File: config.mk
export PLATFORM = sky130hd
export DESIGN_NAME = dsp_post_adder
export DESIGN_NICKNAME = d
export VERILOG_FILES = /design/src/rtl/dsp_pkg.sv /design/src/rtl/dsp_areg_stage.sv /design/src/rtl/dsp_post_adder.sv
export SDC_FILE = /design/constraint.sdc
export NUM_CORES = 1
export LEC_CHECK = 0
export ABC_AREA = 1
export BUFFER_PORTS_ARGS = -buffer_cell sky130_fd_sc_hd__buf_2
export CORE_UTILIZATION = 47
export DETAILED_ROUTE_END_ITERATION = 8
export PLACE_DENSITY = 0.73
export RECOVER_POWER = 50
export SYNTH_ARGS = -nofsm -noshare
export SYNTH_HDL_FRONTEND = slang
export SYNTH_SLANG_ARGS = --single-unit
export TNS_END_PERCENT = 100
File: constraint.sdc
create_clock -name clk -period 12.6 [get_ports clk]
set_clock_uncertainty 0.1 [all_clocks]
set_input_delay 2.52 -clock clk [delete_from_list [all_inputs] [get_ports clk]]
set_output_delay 2.52 -clock clk [all_outputs]
set_load 0.02 [all_outputs]
File: src/rtl/dsp_pkg.sv
// Shared DSP post-adder definitions: widths, opmode field layout, mux encodings
// and the 49-bit add/subtract used by the post-adder.
package dsp_pkg;

    localparam int unsigned P_W      = 48;
    localparam int unsigned M_W      = 36;
    localparam int unsigned OPMODE_W = 8;
    localparam int unsigned SUM_W    = P_W + 1;

    // Opmode field positions
    localparam int unsigned OPM_X_LSB   = 0;
    localparam int unsigned OPM_Z_LSB   = 2;
    localparam int unsigned OPM_CY_BIT  = 5;
    localparam int unsigned OPM_SUB_BIT = 7;

    typedef enum logic [1:0] {
        X_ZERO = 2'd0,
        X_M    = 2'd1,
        X_P    = 2'd2,
        X_DAB  = 2'd3
    } x_sel_e;

    typedef enum logic [1:0] {
        Z_ZERO = 2'd0,
        Z_PCIN = 2'd1,
        Z_P    = 2'd2,
        Z_C    = 2'd3
    } z_sel_e;

    typedef struct packed {
        logic   sub;
        logic   rsvd6;
        logic   carry;
        logic   rsvd4;
        z_sel_e z_sel;
        x_sel_e x_sel;
    } opmode_t;

    // Bit 48 of the result is the carry on add and the borrow on subtract.
    function automatic logic [SUM_W-1:0] post_add(
        input logic           sub,
        input logic [P_W-1:0] z,
        input logic [P_W-1:0] x,
        input logic           cy
    );
        logic [SUM_W-1:0] zx;
        logic [SUM_W-1:0] xc;
        zx = {1'b0, z};
        xc = {1'b0, x} + SUM_W'(cy);
        if (sub) begin
            return zx - xc;
        end
        return zx + xc;
    endfunction

endpackage

File: src/rtl/dsp_areg_stage.sv
// Optional pipeline register with clock enable and async active-low clear;
// collapses to a wire when BYPASS is set.
module dsp_areg_stage #(
    parameter int unsigned W      = 1,
    parameter bit          BYPASS = 1'b0
) (
    input  logic         clk,
    input  logic         rst_n,
    input  logic         ce,
    input  logic [W-1:0] d,
    output logic [W-1:0] q
);

    generate
        if (BYPASS) begin : g_bypass
            logic unused_ctrl;
            assign unused_ctrl = &{1'b0, clk, rst_n, ce};
            assign q = d;
        end else begin : g_reg
            always_ff @(posedge clk or negedge rst_n) begin
                if (!rst_n) begin
                    q <= '0;
                end else if (ce) begin
                    q <= d;
                end
            end
        end
    endgenerate

endmodule

File: src/rtl/dsp_post_adder.sv
// DSP post-adder: X/Z operand muxes, 48-bit add/subtract with carry-in,
// optional opmode/carry-in/P/carry-out registers and P feedback for accumulate.
module dsp_post_adder
    import dsp_pkg::*;
#(
    parameter int unsigned OPMODEREG   = 1,
    parameter int unsigned CARRYINREG  = 1,
    parameter int unsigned PREG        = 1,
    parameter int unsigned CARRYOUTREG = 1,
    parameter              CARRYINSEL  = "OPMODE5"
) (
    input  logic                clk,
    input  logic                rst_n,
    input  logic                ce_opmode,
    input  logic                ce_carryin,
    input  logic                ce_p,
    input  logic                ce_carryout,
    input  logic [OPMODE_W-1:0] opmode,
    input  logic [M_W-1:0]      m_in,
    input  logic [P_W-1:0]      dab_in,
    input  logic [P_W-1:0]      c_in,
    input  logic [P_W-1:0]      pcin,
    input  logic                carryin,
    output logic [P_W-1:0]      p,
    output logic [P_W-1:0]      pcout,
    output logic                carryout,
    output logic                carryoutf
);

    logic [OPMODE_W-1:0] opmode_q;
    opmode_t             opm;
    logic                cy_src;
    logic                cy_q;
    logic [P_W-1:0]      p_fb;
    logic [P_W-1:0]      x_val;
    logic [P_W-1:0]      z_val;
    logic [SUM_W-1:0]    sum;

    dsp_areg_stage #(
        .W      (OPMODE_W),
        .BYPASS (OPMODEREG == 0)
    ) u_opmode_reg (
        .clk   (clk),
        .rst_n (rst_n),
        .ce    (ce_opmode),
        .d     (opmode),
        .q     (opmode_q)
    );

    assign opm = opmode_t'(opmode_q);

    // Carry source is taken from the raw opmode so its latency follows CARRYINREG.
    generate
        if (CARRYINSEL == "OPMODE5") begin : g_cy_opmode
            assign cy_src = opmode[OPM_CY_BIT];
        end else begin : g_cy_pin
            assign cy_src = carryin;
        end
    endgenerate

    dsp_areg_stage #(
        .W      (1),
        .BYPASS (CARRYINREG == 0)
    ) u_carryin_reg (
        .clk   (clk),
        .rst_n (rst_n),
        .ce    (ce_carryin),
        .d     (cy_src),
        .q     (cy_q)
    );

    // Without a P register the feedback path reads zero to avoid a loop.
    generate
        if (PREG != 0) begin : g_fb_reg
            assign p_fb = p;
        end else begin : g_fb_zero
            assign p_fb = '0;
        end
    endgenerate

    always_comb begin
        x_val = '0;
        z_val = '0;
        case (opm.x_sel)
            X_ZERO:  x_val = '0;
            X_M:     x_val = P_W'(m_in);
            X_P:     x_val = p_fb;
            X_DAB:   x_val = dab_in;
            default: x_val = '0;
        endcase
        case (opm.z_sel)
            Z_ZERO:  z_val = '0;
            Z_PCIN:  z_val = pcin;
            Z_P:     z_val = p_fb;
            Z_C:     z_val = c_in;
            default: z_val = '0;
        endcase
    end

    assign sum = post_add(opm.sub, z_val, x_val, cy_q);

    dsp_areg_stage #(
        .W      (P_W),
        .BYPASS (PREG == 0)
    ) u_p_reg (
        .clk   (clk),
        .rst_n (rst_n),
        .ce    (ce_p),
        .d     (sum[P_W-1:0]),
        .q     (p)
    );

    dsp_areg_stage #(
        .W      (1),
        .BYPASS (CARRYOUTREG == 0)
    ) u_carryout_reg (
        .clk   (clk),
        .rst_n (rst_n),
        .ce    (ce_carryout),
        .d     (sum[P_W]),
        .q     (carryout)
    );

    assign pcout     = p;
    assign carryoutf = carryout;

    logic unused_in;
    assign unused_in = &{1'b0, opm.rsvd4, opm.rsvd6, opm.carry,
                         opmode[OPM_CY_BIT], carryin};

endmodule

==> results.md <==
- Clk slew on worst S/H paths: 90 ps
- Internal power: between 800 and 900 uW
- Multi-input logic area: between 7000 and 8000 um2
- Grt total ovfl: 0
- CP arrival: 7790 ps
- CP max stage cell: ha_1
- Post-Syn Area: 10700 um2
- Syn Nets: 2120
- Drt via density: 5.60
- CTS-repair resized insts: 0
- Sw frac: 0.622
- Syn_area_per_cell: 5.74 um2
- Clk_lat worst skew: about 310 ps
- Initial antenna violation count: 0
- Worst Tran Pin Value: roughly 3200 ps
- P per Cell Area: roughly 180 nW/um2
- Flop2flop setup slack: 5790 ps
- WL final: 42900 um
- Die H: 153 um
- Max incr delay on CP: 380 ps
- Leak Pwr: ~6 nW
- Hold Crit Class: flip-flop to flip-flop
- Setup TNS: 0 ps
- Min Clock Period, post-route: 7720 ps
- Cts hold-fix bufs: 0
- Router iterations before antenna repair: 5
- Max VDD drop: 129 uV
- Slew Limit Fails: 56
- Status: finished with violations
- Critical Path RT: 12670 ps
- # DRC: 0
- Seq pwr share: 0.207
- Top post-synthesis cells by count: nand2_1, nand3_1, inv_1
- Clock sinks: 55
- Syn. warnings: 0
- Fill cells: approximately 2.4k
- Largest cells by area after synthesis: nand2_1, dfrtp_1, nand3_1
- Total chip power: 2.21 mW
- Detailed placer's ending HPWL: 35800 um
- Layout cells sized above 1: 0.184
- Flops & latches, synth: between 50 and 60
- Hold_ws: 414 ps
- # setup viols final: 0
- First-pass GRT wire length: approximately 65000 um
- H-Tree Depth: 2
- Clk root buf: clkbuf_16
- # Post-CTS Setup Buffers: 0
- Starting density of the core: 0.486
- Crit-path max FO: 8
- # rows: 54
- Worst setup SP type: primary input
- Post-synth EDFFs: 0
- Combinational fraction of design power: 0.724
- Nets: 2320
- # IOs: 293
- Num CTS Buffers: 5
- CP Class: primary input to flip-flop
- Final hold vios: 0
- Post-synthesis sequential area ratio: 0.128
- Slew headroom: -1.17
- Element type at the critical path end: flip-flop
- Post-synthesis cell type count: 52
- Vias: 13.2k
- Mapped Cells: 1873
- Die area: 23500 um2
- Vias in the first global route: 11.7k
- Area added between synthesis and finish: 11.4%
- Final ANT Viol Nets: 0
- Fin crit share: 0.613
- RSZ-0062 raised after global routing: false
- Largest net degree at the start of global routing: 75
- Clock Power Share: 0.069
- Die width: around 150 um
- CTS tree: built
- Most frequent cell after synthesis: nand2_1
- Clock buffer depth: 2
- Max frequency: 129 MHz
- GP Congestion: 0.958
- Synth async-reset ratio: 1.00
- NetSw: approximately 1.4 mW
- Port Buffers: 289
- Core Box Area: about 22000 um2
- FF/Latch Area: 1380 um2
- Max_cap viols: 1
- Synth area leader: nand2_1
- DRT iter0 DRCs: 1494
- Post-synth top flop: dfrtp_1
- Yosys top cell area share: 0.207
- Failing checks: capacitance limit, slew limit
- Drt wl/cell: 18.2 um
- Gr usage total: 0.359
- Diode count: 0
## worst paths after layout
path / startpoint / cells after the start / end
worst max register to register: u_opmode_reg.q[0] / 31 / u_p_reg.q[41]
worst max-delay path: m_in[0] / 29 / u_p_reg.q[41]
min in group asynchronous: rst_n / 2 / u_p_reg.q[5]
worst min-delay path: u_carryout_reg.q / 2 / u_carryout_reg.q
worst min register to register: u_carryout_reg.q / 2 / u_carryout_reg.q
max in group asynchronous: rst_n / 2 / u_opmode_reg.q[0]
## cells by family after synthesis
kind of cell	synth area share
buf+inv	0.139
fa+ha+maj	0.0612
simple gates	0.484
compound gates	0.132
mux	0.00105
xor+xnor	0.0554
flops	0.128
## metrics by stage
| stage | util | cells | instance area, um2 | setup WS [ps] |
|---|---|---|---|---|
| floorplan | - | 1873 | 10700 | 6140 |
| global placement | 0.538 | 2346 | 11900 | 4710 |
| detailed placement | 0.538 | 2346 | 11900 | 4690 |
| CTS | 0.545 | 2354 | 12000 | 4980 |
| global route | 0.542 | 2354 | 12000 | 4450 |
| finish | 0.542 | 2354 | 12000 | 4880 |
## metal layers
metal | routed length (um) | track usage | part of all wire
met1 | 20300 | 0.535 | 0.47
met2 | 18000 | 0.538 | 0.42
met3 | 3460 | 0.0403 | 0.081
met4 | 1140 | 0.105 | 0.027
met5 | 0 | 0 | 0
## cells in the final DEF (no fill, tap or decap), types with 4 or more instances in the layout
cell type  synthesis  final
inv_2              8      8
nor3_1             7      7
o211ai_1          15     15
nand4_1           28     28
buf_2              3    245
o21a_1             6      6
buf_4             58      8
nor4_1             7      7
nand2_1          592    592
a31oi_1           29     29
clkinv_1           5      5
nor2_4            15     16
clkbuf_16          0      5
clkbuf_1          26     45
inv_1            186    186
or2_2             18     18
nand3_1          237    237
o21ai_0           94     94
o21ai_1            8      8
nor2_1           167    165
nand2_2           15     15
ha_1              51     51
o21bai_1           4      4
xnor2_1           32     32
a21oi_1           73     73
dfrtp_1           55     53
xor2_1            36     36
nand3_2           29     29
nor2_2            18     19
## state kept, by name, indices dropped and copies added, names as in the netlist
| register | count |
|---|---|
| u_opmode_reg.q | 5 |
| u_carryout_reg.q | 1 |
| u_carryin_reg.q | 1 |
| u_p_reg.q | 48 |
## power groups by stage
stage	sequential [mW]	clock [mW]	combinational (mW)
after floorplan	0.431	0	1.12
after global placement	0.448	0	1.57
after detailed placement	0.443	0	1.58
after CTS	0.440	0.153	1.59
after global routing	0.459	0.160	1.75
final	0.458	0.153	1.60
## area by class of cell
cell class,instances,share of cell area
Timing Repair Buffer,298,0.122
Inverter,199,0.0624
Tap cell,280,0.0293
Multi-Input combinational cell,1514,0.659
Clock inverter,3,0.00240
Sequential cell,55,0.115
Clock buffer,5,0.0105
## critical path: cells and delay by family
kind	cells	cell delay, ps
AOI/OAI and AO/OA	9	1790
and+or+nand+nor	14	2080
xor gates and xnor gates	1	340
adders and majority gates	3	870
buffers and inverters	2	150
Note: power is estimated with default switching activity, not from simulation.
